<file path="src/rtl/header_stripper.sv">
// Receive-side frame splitter: payload beats, metadata beats (forwarded or dropped) and one
// trailing sequence-number beat that is captured and checked for continuity.
module header_stripper #(
    parameter int DW            = 128,
    parameter int PAYLOAD_BEATS = 129,
    parameter int META_BEATS    = 3,
    parameter int SEQ_W         = 32,
    parameter int CNT_W         = 32
) (
    input  logic              clk,
    input  logic              resetn,
    input  logic [DW-1:0]     s_tdata,
    input  logic              s_tvalid,
    output logic              s_tready,
    input  logic              meta_drop,
    output logic [DW-1:0]     m_pay_tdata,
    output logic              m_pay_tvalid,
    input  logic              m_pay_tready,
    output logic              m_pay_tlast,
    output logic [DW/8-1:0]   m_pay_tkeep,
    output logic [DW-1:0]     m_meta_tdata,
    output logic              m_meta_tvalid,
    input  logic              m_meta_tready,
    output logic              m_meta_tlast,
    output logic [SEQ_W-1:0]  seq_num,
    output logic              seq_valid,
    output logic              seq_err,
    output logic [CNT_W-1:0]  frame_cnt,
    output logic [CNT_W-1:0]  err_cnt,
    output logic [1:0]        fsm_state
);
    localparam int MAXB = (PAYLOAD_BEATS > META_BEATS) ? PAYLOAD_BEATS : META_BEATS;
    localparam int BW   = (MAXB > 1) ? $clog2(MAXB) : 1;

    typedef enum logic [1:0] {
        ST_PAYLOAD = 2'd0,
        ST_META    = 2'd1,
        ST_SEQ     = 2'd2
    } state_t;

    state_t           r_state, w_state_nxt;
    logic [BW-1:0]    r_beat_cnt, w_beat_nxt;
    logic             w_acc, w_pay_last, w_meta_last;
    logic [SEQ_W-1:0] w_seq_in, w_seq_exp;
    logic [SEQ_W-1:0] r_seq_num;
    logic             r_seq_seen, r_seq_valid, r_seq_err;
    logic [CNT_W-1:0] r_frame_cnt, r_err_cnt;

    assign w_pay_last  = (r_beat_cnt == BW'(PAYLOAD_BEATS - 1));
    assign w_meta_last = (r_beat_cnt == BW'(META_BEATS - 1));
    assign w_seq_in    = s_tdata[SEQ_W-1:0];
    assign w_seq_exp   = r_seq_num + SEQ_W'(1);

    always_comb begin
        s_tready      = 1'b0;
        m_pay_tvalid  = 1'b0;
        m_pay_tdata   = '0;
        m_pay_tlast   = 1'b0;
        m_meta_tvalid = 1'b0;
        m_meta_tdata  = '0;
        m_meta_tlast  = 1'b0;
        w_state_nxt   = r_state;
        w_beat_nxt    = r_beat_cnt;
        w_acc         = 1'b0;

        // Outputs stay quiet while in reset so no beat can be handed downstream unaccepted.
        if (resetn) begin
            case (r_state)
                ST_PAYLOAD: begin
                    s_tready     = m_pay_tready;
                    m_pay_tvalid = s_tvalid;
                    m_pay_tdata  = s_tdata;
                    m_pay_tlast  = s_tvalid && w_pay_last;
                end
                ST_META: begin
                    s_tready      = meta_drop || m_meta_tready;
                    m_meta_tvalid = s_tvalid && !meta_drop;
                    m_meta_tdata  = meta_drop ? '0 : s_tdata;
                    m_meta_tlast  = s_tvalid && w_meta_last;
                end
                ST_SEQ:  s_tready = 1'b1;
                default: ;
            endcase
            w_acc = s_tvalid && s_tready;
        end

        if (w_acc) begin
            case (r_state)
                ST_PAYLOAD: begin
                    w_beat_nxt = w_pay_last ? '0 : r_beat_cnt + BW'(1);
                    if (w_pay_last) w_state_nxt = ST_META;
                end
                ST_META: begin
                    w_beat_nxt = w_meta_last ? '0 : r_beat_cnt + BW'(1);
                    if (w_meta_last) w_state_nxt = ST_SEQ;
                end
                default: begin
                    w_beat_nxt  = '0;
                    w_state_nxt = ST_PAYLOAD;
                end
            endcase
        end
    end

    assign m_pay_tkeep = {(DW/8){m_pay_tvalid}};

    always_ff @(posedge clk) begin
        if (!resetn) begin
            r_state     <= ST_PAYLOAD;
            r_beat_cnt  <= '0;
            r_seq_num   <= '0;
            r_seq_seen  <= 1'b0;
            r_seq_valid <= 1'b0;
            r_seq_err   <= 1'b0;
            r_frame_cnt <= '0;
            r_err_cnt   <= '0;
        end else begin
            r_state     <= w_state_nxt;
            r_beat_cnt  <= w_beat_nxt;
            r_seq_valid <= 1'b0;
            r_seq_err   <= 1'b0;
            if (w_acc && r_state == ST_SEQ) begin
                r_seq_num   <= w_seq_in;
                r_seq_seen  <= 1'b1;
                r_seq_valid <= 1'b1;
                r_frame_cnt <= r_frame_cnt + CNT_W'(1);
                // The mismatching value becomes the new reference for the next frame.
                if (r_seq_seen && w_seq_in != w_seq_exp) begin
                    r_seq_err <= 1'b1;
                    if (r_err_cnt != '1) r_err_cnt <= r_err_cnt + CNT_W'(1);
                end
            end
        end
    end

    assign seq_num   = r_seq_num;
    assign seq_valid = r_seq_valid;
    assign seq_err   = r_seq_err;
    assign frame_cnt = r_frame_cnt;
    assign err_cnt   = r_err_cnt;
    assign fsm_state = r_state;
endmodule

</file>
<file path="config.mk">
export PLATFORM = sky130hd
export DESIGN_NAME = header_stripper
export DESIGN_NICKNAME = d
export VERILOG_FILES = /design/src/rtl/header_stripper.sv
export SDC_FILE = /design/constraint.sdc
export NUM_CORES = 1
export LEC_CHECK = 0
export CORE_AREA = 2 2 198 200
export DETAILED_ROUTE_END_ITERATION = 16
export DIE_AREA = 0 0 200 202
export SLEW_MARGIN = 5
export SYNTH_ARGS = -nofsm -noshare
export SYNTH_HDL_FRONTEND = slang
export SYNTH_SLANG_ARGS = --single-unit
</file>
<file path="constraint.sdc">
create_clock -name clk -period 4.15 [get_ports clk]
set_input_delay 0.415 -clock clk [delete_from_list [all_inputs] [get_ports clk]]
set_output_delay 0.415 -clock clk [all_outputs]
set_load 0.05 [all_outputs]
</file>
* After elaboration in Yosys (flattened, before gate mapping)
Cells that the tools add are included.
** Word-level totals
- Bits of input ports :: 134
- Register bits after elaboration :: 109
- Word-level logic and storage cells :: 57
- Output and inout port bits :: 377
** Operators by class
- Eq/ne operators :: 8
- $add $sub $neg :: 4
- Reductions and logical operators :: 12
- Multiplexer cells :: 25
** Operators with widths (number)
- $mux 128 :: 5
- $add 32x1->32 const B :: 3
- $ne 32x32->1 :: 1
- $ne 32x32->1 const B :: 1
- $mux 8 :: 2
- $pmux 8 s2 :: 1
- $mux 1 :: 13
- $add 8x1->8 const B :: 1
- $eq 8x2->1 const B :: 1
- $eq 8x8->1 const B :: 1
- $logic_and 1x1->1 :: 6
- $reduce_and 3->1 :: 2
- $mux 2 :: 2
- $ne 2x2->1 const B :: 2
- $pmux 2 s2 :: 1
- $pmux 1 s3 :: 1
- $eq 2x1->1 const B :: 1
- $eq 2x2->1 const B :: 1
- $logic_not 2->1 :: 1
- $reduce_and 2->1 :: 1
- $logic_not 1->1 :: 1
- $logic_or 1x1->1 :: 1

* Depth between registers and ports, before layout
- Depth after elaboration :: 7
- Mapped depth :: 13
- Depth with buffers taken out :: 10

* Worst setup path before layout
Ideal clock, no wire load.
- Kind :: reg2reg
- Start point :: register r_seq_num[0], in the netlist seq_num[0]
- End point :: register r_err_cnt[8], in the netlist err_cnt[8]
- Setup slack :: 0.798 ns
- Period minus slack after synthesis :: 3.352 ns
- Data arrival time :: 3.280 ns
- Data required time :: 4.078 ns
- Cell stages (with the launch flop) :: 13
- Buffers on the path :: 2
- Setup time :: 0.072 ns
- Path through :: dfxtp_1 > ha_1 > nand4_4 > or3_4 > o31a_1 > nor4_1 > nand4_1 > nor4_2 > buf_4 > nor2_1 > buf_6 > nand4_1 > mux2i_1
** On the way
- Cells in the longest elaborated chain, start to end :: 4
** Ends and longest elaborated chain
- from (decl) :: line 45 : logic [SEQ_W-1:0] r_seq_num;
- from (signal assigned) :: line 123 : r_seq_num <= w_seq_in;
- $add 32x1->32 :: line 52 : assign w_seq_exp = r_seq_num + SEQ_W'(1);
- $ne 32x32->1 :: line 128 : if (r_seq_seen && w_seq_in != w_seq_exp) begin
- $logic_and 1x1->1 :: line 128
- $reduce_and 3->1 (no line)
- to (signal assigned) :: line 130 : if (r_err_cnt != '1) r_err_cnt <= r_err_cnt + CNT_W'(1);
- to (decl) :: line 47 : logic [CNT_W-1:0] r_frame_cnt, r_err_cnt;
No other way between the ends.
A chain may end at the register's enable or synchronous reset.

* Final worst setup path
- Start point :: register r_seq_num[0], in the netlist seq_num[0]
- End point :: register r_err_cnt[6], in the netlist err_cnt[6]
Same word-level chain as after synthesis.

==> impl_metrics.csv <==
group,metric,value,unit
outcome,status,"completed",
hold_path,min_path_type,"reg2reg",
timing,hold_viol,0,
hold_path,holdPathEnd,"frame_cnt[1]$_SDFFE_PN0P_",
final_layout,fillers,4072,
detailed_routing,wire_per_inst,19.71,um
yosys,synth_compound_area_share,8.109,%
yosys,yosysMostFrequentCell,"nor2_1",
power,power.switching,0.0009202,W
timing,slew_headroom,32.73,%
timing,fin_crit_sh,86.13,%
clock_network,clock_latency,0.37,ns
final_layout,drive_gt1_share,3.092,%
detailed_routing,wl,42080,um
timing,fin_skew,0.01090,ns
floorplan,die_h,202,um
clock_network,post_cts_buffers,0,
final_layout,antenna_cells,0,
clock_network,cts_sinks,109,
clock_network,cts_tree,"done",
clock_network,cts_resized,0,
clock_network,cts_htree_levels,3,
setup_path,reg2reg_to,"err_cnt[6]$_SDFFE_PN0P_",
setup_path,critPathMaxFanout,11,
final_layout,synthToLayoutAreaGrowth,74.12,%
setup_path,end_kind,"flip-flop",
power,power.density,197.7,mW/mm^2
detailed_routing,viasPerCell,4.662,
yosys,synthFlopType,"dfxtp_1",
timing,max_slew.worst_pin.slew,1.009,ns
yosys,yosysTopAreaCell,"dfxtp_1",
detailed_routing,firstDrtPassIters,5,
yosys,synth_top_family_by_area,"simple AND/OR/NAND/NOR gates",
yosys,synth_edf_count,0,
yosys,synth_area_leaders,"dfxtp_1 (28%), nor2_1 (13%), nand2_1 (11%)",
yosys,synth-simple-area-share,45.32,%
yosys,synth_commonest_cells,"nor2_1 (263), nand2_1 (221), dfxtp_1 (109)",
floorplan,start_util,20.23,%
yosys,synthAdderAreaFrac,0.9691,%
floorplan,rows,72,
floorplan,fp.dieArea,0.04040,sq mm
yosys,synth_area,0.007746,sq mm
timing,fin_crit,3.574,ns
power,sw_frac_of_total,34.52,%
yosys,synthesis.nets,1313,
clock_network,cts_hold_buf,0,
global_routing,grt_pass1_wl,61550,um
power,pwr-share-comb,28.8,%
floorplan,die_w,200,um
placement,io_buffers,510,
yosys,yosysWarnings,0,
detailed_routing,route.vias.total,9954,
floorplan,core,0.03829,sq mm
yosys,yosysSeqAreaShare,28.17,%
global_routing,grt_usage,20.25,%
setup_path,reg2reg_from,"seq_num[0]$_SDFFE_PN0P_",
yosys,synthMuxAreaShare,2.471,%
placement,dpl-instance-area,0.01321,sq mm
detailed_routing,route.antenna.remaining_nets,0,
yosys,synth-async-reset-ratio,0,%
timing,setup_viol,0,
clock_network,ctsRootBufferMaster,"clkbuf_16",
yosys,yosys.area.top_type_share,28.17,%
global_routing,grt_max_degree,120,
setup_path,worst-setup-path-type,"reg2reg",
global_routing,grt_antenna_before_repair,10,
clock_network,cts.clk_slew.worst_paths,0.08,ns
placement,place_congestion,0.9151,
hold_path,hold_start,"frame_cnt[1]$_SDFFE_PN0P_",
final_layout,utilization,35.23,%
power,p_int,0.001746,W
power,seqPwrFrac,39.2,%
timing,finalMaxSlewViolations,0,
clock_network,cts_buffer_depth,2,
yosys,synth_cell_types,62,
yosys,synth_xor_area_share,8.706,%
detailed_routing,drcViolationCount,0,
power,p_leak,5.054,nW
hold_path,whs_path_depth,2,
timing,clock.fmax,0.2798,GHz
setup_path,reg2reg_depth,11,
floorplan,ios,511,
setup_path,ff2ff_setup_slack,0.58,ns
final_layout,fin_nets,1753,
timing,rsz0062_at_grt,"no",
setup_path,start_kind,"flip-flop",
final_layout,design_area,0.01349,sq mm
setup_path,critPathArrivalTime,3.84,ns
placement,dp_hpwl,33690,um
yosys,ys_seq_elements,109,
yosys,synth.avg_cell_area,6.604,sq um
global_routing,grt_pass1_vias,9622,
global_routing,overflow,0,
power,ir_drop,169.1,uV
job,cap_viol_max_count,0,
detailed_routing,first_iter_violations,554,
setup_path,worstPathRequired,4.42,ns
timing,fin_setup_tns,0,ns
clock_network,numCtsBuffers,9,
power,pwr-share-clk,32.0,%
yosys,netlist_instances,1173,
[layout make-up]
| cell class | instances | area (sq um) | area share (%) |
|---|---|---|---|
| Clock buffer | 9 | 225.2 | 1.670 |
| Timing Repair Buffer | 525 | 5241 | 38.86 |
| Tap cell | 518 | 648.1 | 4.805 |
| Multi-Input combinational cell | 956 | 5090 | 37.74 |
| Inverter | 12 | 45.04 | 0.3340 |
| Sequential cell | 109 | 2182 | 16.18 |
| Clock inverter | 6 | 56.30 | 0.4174 |
[worst max-delay path: stages (launching register included)]
cell and delay (ns):
dfxtp_1 0.47, ha_1 0.37, nand4_4 0.22, or3_4 0.45, o41ai_1 0.34, a21oi_1 0.12, o2bb2ai_1 0.19, nor4_2 0.09
buf_4 0.18, nor2_1 0.66, a21oi_1 0.15, a31o_2 0.23
[power by group through the flow]
stage / sequential [W] / combinational, W / clock [W]
floorplan: 0.00107 / 0.000418 / 0
global placement: 0.00107 / 0.000765 / 0
detailed placement: 0.00107 / 0.000766 / 0
CTS: 0.00105 / 0.000770 / 0.000888
global route: 0.00105 / 0.000802 / 0.000924
finish: 0.00105 / 0.000767 / 0.000853
[registers in the layout, indices dropped and copies added, names as in the netlist]
signal,flops
fsm_state,2
seq_err,1
r_beat_cnt,8
seq_valid,1
seq_num,32
err_cnt,32
frame_cnt,32
r_seq_seen,1
[metal layers]
| layer | vias up | share of wire [%] | GRT usage, % |
|---|---|---|---|
| li1 | 4800 | - | - |
| met3 | 48 | 7.7 | 5.423 |
| met4 | 0 | 1.3 | 3.148 |
| met2 | 389 | 49 | 35.84 |
| met5 | - | 0 | 0 |
| met1 | 4717 | 42 | 24.77 |
[logic make-up (layout without fill, tap and decap cells)]
logic type,after synthesis,in the layout
AND/OR/NAND/NOR,751,751
flip-flops,109,109
buffers and inverters,108,552
AO/OA/AOI/OAI,103,103
XOR/XNOR,77,77
multiplexers,19,19
adder cells (fa/ha/maj),6,6
[stage by stage]
stage | setup slack [ns] | cells | hold WS (ns) | power [W]
global placement | 0.6228 | 2120 | 0.4707 | 0.001836
floorplan | 0.7979 | 1173 | 0.4624 | 0.001488
detailed placement | 0.5466 | 2120 | 0.4801 | 0.001837
global route | 0.2125 | 2135 | 0.5136 | 0.002773
CTS | 0.5237 | 2135 | 0.4919 | 0.002705
finish | 0.5756 | 2135 | 0.4926 | 0.002666
[cell usage in the layout (no fill, tap or decap), types with 6 or more instances in the layout]
master           count
a21oi_1             53
and3_1              85
and4_1               8
buf_4               14
clkbuf_16            9
clkdlybuf4s50_1    508
dfxtp_1            109
ha_1                 6
inv_1               11
mux2i_1             18
nand2_1            221
nand2b_1            19
nand3_1             44
nand4_1             27
nor2_1             261
nor3_1              24
nor4_1              11
o21ai_0             13
or3_1               11
xnor2_1             42
xor2_1              35
[how the worst max path moves through the flow]
| stage | start | slack (ns) | cells past startpoint | endpoint |
|---|---|---|---|---|
| after floorplan | seq_num[0]$_SDFFE_PN0P_ | 0.80 | 12 | err_cnt[8]$_SDFFE_PN0P_ |
| after global placement | seq_num[0]$_SDFFE_PN0P_ | 0.62 | 11 | err_cnt[20]$_SDFFE_PN0P_ |
| after detailed placement | seq_num[0]$_SDFFE_PN0P_ | 0.55 | 11 | err_cnt[20]$_SDFFE_PN0P_ |
| after CTS | seq_num[0]$_SDFFE_PN0P_ | 0.52 | 11 | err_cnt[30]$_SDFFE_PN0P_ |
| after global routing | seq_num[0]$_SDFFE_PN0P_ | 0.21 | 11 | err_cnt[6]$_SDFFE_PN0P_ |
| final | seq_num[0]$_SDFFE_PN0P_ | 0.58 | 11 | err_cnt[6]$_SDFFE_PN0P_ |
Power figures use the tool's default switching activity.
